$ cat src/rtl/mult_div_unit.sv
// Multicycle signed multiply/divide unit owning the architectural Hi/Lo registers.
// Optional MTHI/MTLO write ports are enabled by defining MDU_MTHILO_EN.
module mult_div_unit #(
    parameter int WIDTH = 32,
    parameter int CNT_W = 6
) (
    input  logic             clk,
    input  logic             reset,
    input  logic [WIDTH-1:0] A,
    input  logic [WIDTH-1:0] B,
    input  logic             MultStart,
    input  logic             DivStart,
`ifdef MDU_MTHILO_EN
    input  logic             HiWrite,
    input  logic             LoWrite,
    input  logic [WIDTH-1:0] HiLoData,
`endif
    output logic             Busy,
    output logic             Done,
    output logic             DivZero,
    output logic [WIDTH-1:0] Hi,
    output logic [WIDTH-1:0] Lo
);

    localparam int W2 = 2 * WIDTH;

    typedef enum logic [1:0] {
        S_IDLE = 2'd0,
        S_MULT = 2'd1,
        S_DIV  = 2'd2,
        S_DONE = 2'd3
    } state_t;

    state_t           state_q, state_d;
    logic [CNT_W-1:0] cnt_q, cnt_d;
    logic [W2-1:0]    prod_q, prod_d;
    logic [WIDTH-1:0] opnd_q, opnd_d;
    logic             neg_res_q, neg_res_d;
    logic             neg_rem_q, neg_rem_d;
    logic             divzero_q, divzero_d;
    logic [WIDTH-1:0] hi_q, hi_d;
    logic [WIDTH-1:0] lo_q, lo_d;

    logic             a_neg, b_neg;
    logic [WIDTH-1:0] a_mag, b_mag;
    logic             last_step;

    logic [WIDTH:0]   mul_sum;
    logic [W2-1:0]    mul_next;
    logic [W2-1:0]    mul_signed;

    logic [WIDTH:0]   div_shift;
    logic [WIDTH:0]   div_diff;
    logic             div_ge;
    logic [W2-1:0]    div_next;
    logic [WIDTH-1:0] div_quo, div_rem;

    assign a_neg     = A[WIDTH-1];
    assign b_neg     = B[WIDTH-1];
    assign a_mag     = a_neg ? -A : A;
    assign b_mag     = b_neg ? -B : B;
    assign last_step = (cnt_q == CNT_W'(1));

    // Multiply: prod_q = {partial sum, remaining multiplier bits}, shifted right each step.
    assign mul_sum    = {1'b0, prod_q[W2-1:WIDTH]}
                      + (prod_q[0] ? {1'b0, opnd_q} : {(WIDTH + 1){1'b0}});
    assign mul_next   = {mul_sum, prod_q[WIDTH-1:1]};
    assign mul_signed = neg_res_q ? -mul_next : mul_next;

    // Divide: prod_q = {partial remainder, dividend bits becoming quotient bits}.
    // A borrow out of the W+1 bit trial subtract means the divisor did not fit.
    assign div_shift = {prod_q[W2-1:WIDTH], prod_q[WIDTH-1]};
    assign div_diff  = div_shift - {1'b0, opnd_q};
    assign div_ge    = ~div_diff[WIDTH];
    assign div_next  = {(div_ge ? div_diff[WIDTH-1:0] : div_shift[WIDTH-1:0]),
                        prod_q[WIDTH-2:0], div_ge};
    assign div_quo   = neg_res_q ? -div_next[WIDTH-1:0] : div_next[WIDTH-1:0];
    assign div_rem   = neg_rem_q ? -div_next[W2-1:WIDTH] : div_next[W2-1:WIDTH];

    always_ff @(posedge clk or posedge reset) begin
        if (reset) begin
            state_q   <= S_IDLE;
            cnt_q     <= '0;
            prod_q    <= '0;
            opnd_q    <= '0;
            neg_res_q <= 1'b0;
            neg_rem_q <= 1'b0;
            divzero_q <= 1'b0;
            hi_q      <= '0;
            lo_q      <= '0;
        end else begin
            state_q   <= state_d;
            cnt_q     <= cnt_d;
            prod_q    <= prod_d;
            opnd_q    <= opnd_d;
            neg_res_q <= neg_res_d;
            neg_rem_q <= neg_rem_d;
            divzero_q <= divzero_d;
            hi_q      <= hi_d;
            lo_q      <= lo_d;
        end
    end

    always_comb begin
        state_d   = state_q;
        cnt_d     = cnt_q;
        prod_d    = prod_q;
        opnd_d    = opnd_q;
        neg_res_d = neg_res_q;
        neg_rem_d = neg_rem_q;
        divzero_d = 1'b0;
        hi_d      = hi_q;
        lo_d      = lo_q;
        unique case (state_q)
            S_IDLE: begin
                if (MultStart) begin
                    state_d   = S_MULT;
                    cnt_d     = CNT_W'(WIDTH);
                    opnd_d    = a_mag;
                    prod_d    = {{WIDTH{1'b0}}, b_mag};
                    neg_res_d = a_neg ^ b_neg;
                    neg_rem_d = 1'b0;
                end else if (DivStart) begin
                    if (B == '0) begin
                        state_d   = S_DONE;
                        divzero_d = 1'b1;
                    end else begin
                        state_d   = S_DIV;
                        cnt_d     = CNT_W'(WIDTH);
                        opnd_d    = b_mag;
                        prod_d    = {{WIDTH{1'b0}}, a_mag};
                        neg_res_d = a_neg ^ b_neg;
                        neg_rem_d = a_neg;
                    end
                end
`ifdef MDU_MTHILO_EN
                else begin
                    if (HiWrite) hi_d = HiLoData;
                    if (LoWrite) lo_d = HiLoData;
                end
`endif
            end
            S_MULT: begin
                prod_d = mul_next;
                cnt_d  = cnt_q - CNT_W'(1);
                if (last_step) begin
                    state_d      = S_DONE;
                    {hi_d, lo_d} = mul_signed;
                end
            end
            S_DIV: begin
                prod_d = div_next;
                cnt_d  = cnt_q - CNT_W'(1);
                if (last_step) begin
                    state_d = S_DONE;
                    hi_d    = div_rem;
                    lo_d    = div_quo;
                end
            end
            S_DONE: begin
                // divzero_q is still held here so DivZero pulses with Done.
                state_d = S_IDLE;
            end
            default: state_d = S_IDLE;
        endcase
    end

    assign Busy    = (state_q != S_IDLE);
    assign Done    = (state_q == S_DONE);
    assign DivZero = (state_q == S_DONE) && divzero_q;
    assign Hi      = hi_q;
    assign Lo      = lo_q;

endmodule

$ cat config.mk
export PLATFORM = sky130hd
export DESIGN_NAME = mult_div_unit
export DESIGN_NICKNAME = d
export VERILOG_FILES = /design/src/rtl/mult_div_unit.sv
export SDC_FILE = /design/constraint.sdc
export NUM_CORES = 1
export LEC_CHECK = 0
export ABC_AREA = 0
export ABC_CLOCK_PERIOD_IN_PS = 12000
export BUFFER_PORTS_ARGS = -buffer_cell sky130_fd_sc_hd__buf_2
export CORE_MARGIN = 2
export CORE_UTILIZATION = 50
export CTS_CLUSTER_SIZE = 12
export DETAILED_ROUTE_END_ITERATION = 8
export GPL_TIMING_DRIVEN = 1
export PLACE_DENSITY = 0.76
export REMOVE_ABC_BUFFERS = 1
export SYNTH_ARGS = -nofsm -noshare
export SYNTH_HDL_FRONTEND = slang
export SYNTH_SLANG_ARGS = --single-unit
export TNS_END_PERCENT = 50
$ cat constraint.sdc
create_clock -name clk -period 12 [get_ports clk]
set_input_delay 0.6 -clock clk [delete_from_list [all_inputs] [get_ports clk]]
set_output_delay 0.6 -clock clk [all_outputs]
set_load 0.02 [all_outputs]
* Yosys cells after proc, flatten, opt, wreduce, memory -nomap -nowiden
Index checks and enable logic that the tools add are counted.
** Word-level totals
- Input port bits :: 68
- Register bits :: 171
- Output and inout bits :: 67
** Cells by class
- Add/subtract/negate cells :: 8
- Reduce and logical (&&, ||, !) cells :: 14
- Bitwise operators :: 2
- Equal/unequal tests :: 10
- Mux-type cells :: 39
** Operators with widths (count)
- 2-to-1 mux 32 bit :: 13
- 2-to-1 mux 64 bit :: 4
- case mux 64 bit (3 select lines) :: 1
- negation 32 bit :: 4
- case mux 32 bit (2 select lines) :: 2
- negation 64 bit :: 1
- adder 32 x 32 -> 33 bit :: 1
- subtractor 33 x 32 -> 33 bit :: 1
- logical NOT 32 bit :: 1
- 2-to-1 mux 6 bit :: 3
- case mux 6 bit (2 select lines) :: 1
- AND reduction 3 bit :: 4
- 2-to-1 mux 1 bit :: 11
- nonzero test 2 bit :: 4
- == test 6 x 1 -> 1 bit (second input constant) :: 1
- 2-to-1 mux 2 bit :: 3
- != test 2 bit (second input constant) :: 3
- != test 3 bit (second input constant) :: 2
- case mux 2 bit (3 select lines) :: 1
- subtractor 6 x 1 -> 6 bit (second input constant) :: 1
- == test 2 bit (second input constant) :: 2
- nonzero test 3 bit :: 1
- == test 2 x 1 -> 1 bit (second input constant) :: 1
- logical NOT 2 bit :: 1
- other kinds (6) :: 6

* Longest topological paths before layout
- Depth after elaboration :: 6
- Gate-level depth with buffers :: 24
- Depth with buffers taken out :: 21

* Least setup slack after synthesis
No wires, ideal clock.
- Kind :: register to register
- From :: reg prod_q[31]
- To :: reg hi_q[24] (netlist: Hi[24])
- Library setup time :: 0.104 ns
- Path slack :: 6.983 ns
- Cell stages (with the launch flop) :: 24
- Required time :: 11.896 ns
- Clock period less this slack :: 5.017 ns
- Data arrival time :: 4.913 ns
- Cell sequence :: dfrtp_1 > inv_1 > ha_1 > fa_1 > nor2b_1 > o31a_1 > o21ai_2 > a21oi_4 > o21a_1 > nor2_8 > inv_2 > buf_2 > buf_1 > clkbuf_1 > o21ai_0 > inv_1 > ha_1 > inv_1 > nor3_1 > mux2i_1 > nor4b_2 > a41oi_1 > xnor2_1 > a221oi_1
** Between the ends
- Longest elaborated chain between the ends :: 6
** Ends and longest elaborated chain
- start: declaration :: RTL line 36 : logic [W2-1:0] prod_q, prod_d;
- start signal: assignment :: RTL line 94 : prod_q <= prod_d;
- subtractor 33 x 32 -> 33 bit :: RTL line 73 : assign div_diff = div_shift - {1'b0, opnd_q};
- 2-to-1 mux 32 bit :: RTL line 75 : assign div_next = {(div_ge ? div_diff[WIDTH-1:0] : div_shift[WIDTH-1:0]),
- negation 32 bit :: RTL line 78 : assign div_rem = neg_rem_q ? -div_next[W2-1:WIDTH] : div_next[W2-1:WIDTH];
- 2-to-1 mux 32 bit :: RTL line 78
- 2-to-1 mux 32 bit :: RTL line 154 : if (last_step) begin
- case mux 32 bit (2 select lines) (*) :: RTL line 114 : unique case (state_q)
- end signal: assignment :: RTL line 99 : hi_q <= hi_d;
- end: declaration :: RTL line 41 : logic [WIDTH-1:0] hi_q, hi_d;
Every way passes the cells marked *; elsewhere a longest branch is shown, timed or not. The select of a mux whose other input is x is not followed.
A chain may end at the register's enable or synchronous reset.

* Worst setup path in the final report
Same ends and word-level chain as after synthesis.

==> reports/metrics.cfg <==
[drt]
drt-wirelength-per-cell_um = 22.5
detailroute.via_count = 19039
drt_wl_total_mm = 65.2
post-route-drc-count = 0
antenna_left = 0
via_density = 6.58
drt-initial-drc-count = 2520
detailedRoute.firstPassIterationCount = 7

[floorplanning]
ioPinCount = 135
initial_core_utilization = 0.509
rows = 68
floorplan.core_area_sq_mm = 0.0347
die-width_um = 192
die_ar_sq_mm = 0.0369
dieHeight_um = 192

[logic_synthesis]
synthesis.instances = 2417
synth_flop_cell = sky130_fd_sc_hd__dfrtp_1
number_of_synthesized_flops_with_an_enable_pin = 0
yosys.cell_types.count = 95
syn-mean-instance-area_sq_um = 7.31
seq_area_frac_synth = 0.242
synthesis.area_sq_mm = 0.0177
postSynthRegisterBits = 171
ys_warn_count = 0
synth_async_sr_flop_share = 1.00

[placement]
hpwlAfterDp_mm = 48.0
portBuffers = 134
place.detailed.instances = 2857
gp_routability_congestion = 0.972

[setup_path]
worstPathCellList = inv_1, ha_1, fa_1, nor2b_1, o31a_1, o21ai_2, a21oi_4, nor3_2, nor2_8, inv_2, buf_4, nor2_1, a21oi_1, ha_1, inv_1, nor3_1, mux2i_1, nor4b_2, a41oi_1, xnor2_1, a221oi_1
cp_slowest_cell = sky130_fd_sc_hd__nor3_2
critPathRequiredTime_ns = 12.34
setup.worst_path.class = register to register
timing.rr.end = Hi[24]
worst_reg_to_reg_cells = 21
worstPathArrival_ns = 6.88
critical_path.endpoint_type = register
path_max_fanout = 48
register_to_register_setup_slack_ns = 5.47
critPathLaunchType = register
r2r-start = prod_q[31]
cp_slowest_stage_delay_ns = 0.91

[sta]
finalCriticalPeriod_ns = 6.53
slew_violations = 0
setup-violations-final = 0
post-route-period-util = 0.544
relSlewSlack = 0.237
setup_repair_after_global_routing_missed_its_margin = false
finalClockSkew_ns = 0.0166
timing.final.hold_violations = 0
worst-slew-pin-transition_ns = 1.14
fmax_ghz = 0.153
tns_ns = 0

[grt]
track_usage = 0.349
global_route_wire_length_before_repair_mm = 99.9
globalRouteOverflowTotal = 0
pin_count_of_the_biggest_net_entering_global_routing = 111
antenna_found_initial = 4
grt_pass1_vias = 17559

[cts]
cts.root.buffer_cell = sky130_fd_sc_hd__clkbuf_16
worst_skew_pair.late_latency_ns = 0.45
postCtsSetupRepairBufs = 0
cts_hold_buf = 0
cts_inserted_buffers = 17
numClockSinks = 171
cts-resized-gates = 0
tritoncts = yes
htreeDepth = 4
clkTransAtPathRegs_ns = 0.08
cts_max_path_buffers = 2

[run]
timing.max_cap.violations = 0

[finish]
synthToLayoutAreaGrowth_pct = 7.91
final_util = 0.550
finalNonFillerCells = 2892
regArea_sq_mm = 0.00428
drive_above_1_share = 0.101
layout.nets = 2566
num-fill-cells = 3377
multi_input_comb_area_sq_mm = 0.0125

[pwr]
power_w = 0.00611
p_leak_nw = 8.26
ir_worst_vdd_v = 0.000307
power.density_mw_per_mm2 = 320

[min_path]
hp-class = input port to asynchronous set/reset pin

[status]
status = finished, final reports clean

[state kept, by name (all words and copies together) (netlist names)]
| register | cells |
|---|---|
| state_q | 2 |
| divzero_q | 1 |
| Hi | 32 |
| neg_rem_q | 1 |
| prod_q | 64 |
| cnt_q | 6 |
| neg_res_q | 1 |
| opnd_q | 32 |
| Lo | 32 |
[per-stage QoR]
step	hold WS (ns)	setup WS (ns)	instance area [sq um]
floorplan	0.450	4.36	17000
global placement	0.459	5.98	18500
detailed placement	0.464	5.76	18500
CTS	0.375	5.74	19100
global route	0.392	5.08	19100
finish	0.351	5.47	19100
[how the worst max path moves through the flow]
| stage | startpoint | to | cells after the start |
|---|---|---|---|
| 6_report | prod_q[31] | Hi[24] | 21 |
| 5_1_grt | prod_q[31] | Hi[24] | 21 |
| 4_1_cts | prod_q[31] | Hi[24] | 21 |
| 3_5_place_dp | prod_q[31] | Hi[24] | 21 |
| 3_3_place_gp | prod_q[31] | Hi[24] | 21 |
| 2_1_floorplan | B[3] | prod_q[32] | 10 |
[metal layers]
| metal | vias to the layer above | global-route usage | wire length [um] | part of all wire |
|---|---|---|---|---|
| met5 | - | 0 | 27 | 0.00041 |
| met4 | 4 | 0.144 | 2420 | 0.037 |
| met3 | 155 | 0.0862 | 6950 | 0.11 |
| met2 | 1067 | 0.543 | 29100 | 0.45 |
| met1 | 9049 | 0.463 | 26600 | 0.41 |
| li1 | 8764 | - | - | - |
[power breakdown]
| part | total (W) | internal [W] | switching, W |
|---|---|---|---|
| Combinational | 0.00445 | 0.00152 | 0.00293 |
| Clock | 0.000588 | 0.000311 | 0.000276 |
| Sequential | 0.00108 | 0.000807 | 0.000269 |
| Total | 0.00611 | 0.00264 | 0.00347 |
[final cells by class]
class,count,area share
repair buffers,153,0.0428
flip-flops and latches,171,0.224
well taps,455,0.0298
clock inverters,11,0.00571
clock buffers,21,0.0252
multi-input cells,1993,0.655
diodes,3,0.000394
inverters,85,0.0170
[Yosys cell counts, drive strengths merged, types with 15 or more instances]
library cell    n  area (sq um)
o211ai         18           135
a221o          21           210
buf            29           123
xor2          103           902
xnor2         103           902
nand2b         25           156
a22oi          40           300
o31ai          53           403
and3           23           144
or3            44           275
nor4           23           150
a21oi         214          1090
o41ai          25           245
mux2           15           169
ha             75           938
dfrtp         171          4280
a211oi         22           165
mux2i          23           230
clkbuf        139           522
nand3          41           210
inv            83           312
or4            20           154
nor3           32           165
nand2         294          1100
o21ai         278          1400
and2           25           156
nand4          26           163
a21o           26           195
nor2          239           913
[cells by family after synthesis]
kind of cell / synth area share
buffers and inverters: 0.0545
flip-flops: 0.242
XOR/XNOR: 0.102
multiplexers: 0.0239
AND/OR/NAND/NOR: 0.230
adder cells (fa/ha/maj): 0.0554
AO/OA/AOI/OAI: 0.292
[cells in the final DEF (no fill, tap or decap), types with 25 or more instances in the layout]
master | netlist | routed
sky130_fd_sc_hd__nand2_1 | 294 | 293
sky130_fd_sc_hd__o21ai_0 | 258 | 258
sky130_fd_sc_hd__nor2_1 | 238 | 238
sky130_fd_sc_hd__a21oi_1 | 212 | 212
sky130_fd_sc_hd__dfrtp_1 | 171 | 170
sky130_fd_sc_hd__buf_2 | 11 | 133
sky130_fd_sc_hd__xor2_1 | 103 | 103
sky130_fd_sc_hd__xnor2_1 | 103 | 103
sky130_fd_sc_hd__inv_1 | 80 | 79
sky130_fd_sc_hd__ha_1 | 75 | 73
sky130_fd_sc_hd__o31ai_1 | 52 | 52
sky130_fd_sc_hd__or3_1 | 44 | 44
sky130_fd_sc_hd__a22oi_1 | 40 | 40
sky130_fd_sc_hd__nand3_1 | 40 | 40
sky130_fd_sc_hd__nor3_1 | 31 | 31
sky130_fd_sc_hd__nand4_1 | 26 | 26
sky130_fd_sc_hd__nand2b_1 | 25 | 25
sky130_fd_sc_hd__a21o_1 | 26 | 25
[worst max-delay path, delay by kind of cell (launching register included)]
| family | cells | cell delay, ns |
|---|---|---|
| buffers and inverters | 4 | 0.78 |
| DFF | 1 | 0.46 |
| AOI/OAI and AO/OA | 6 | 1.70 |
| xor gates and xnor gates | 1 | 0.18 |
| muxes | 1 | 0.30 |
| and+or+nand+nor | 6 | 2.23 |
| adders and majority gates | 3 | 0.74 |
Note: power is estimated with default switching activity, not from simulation.
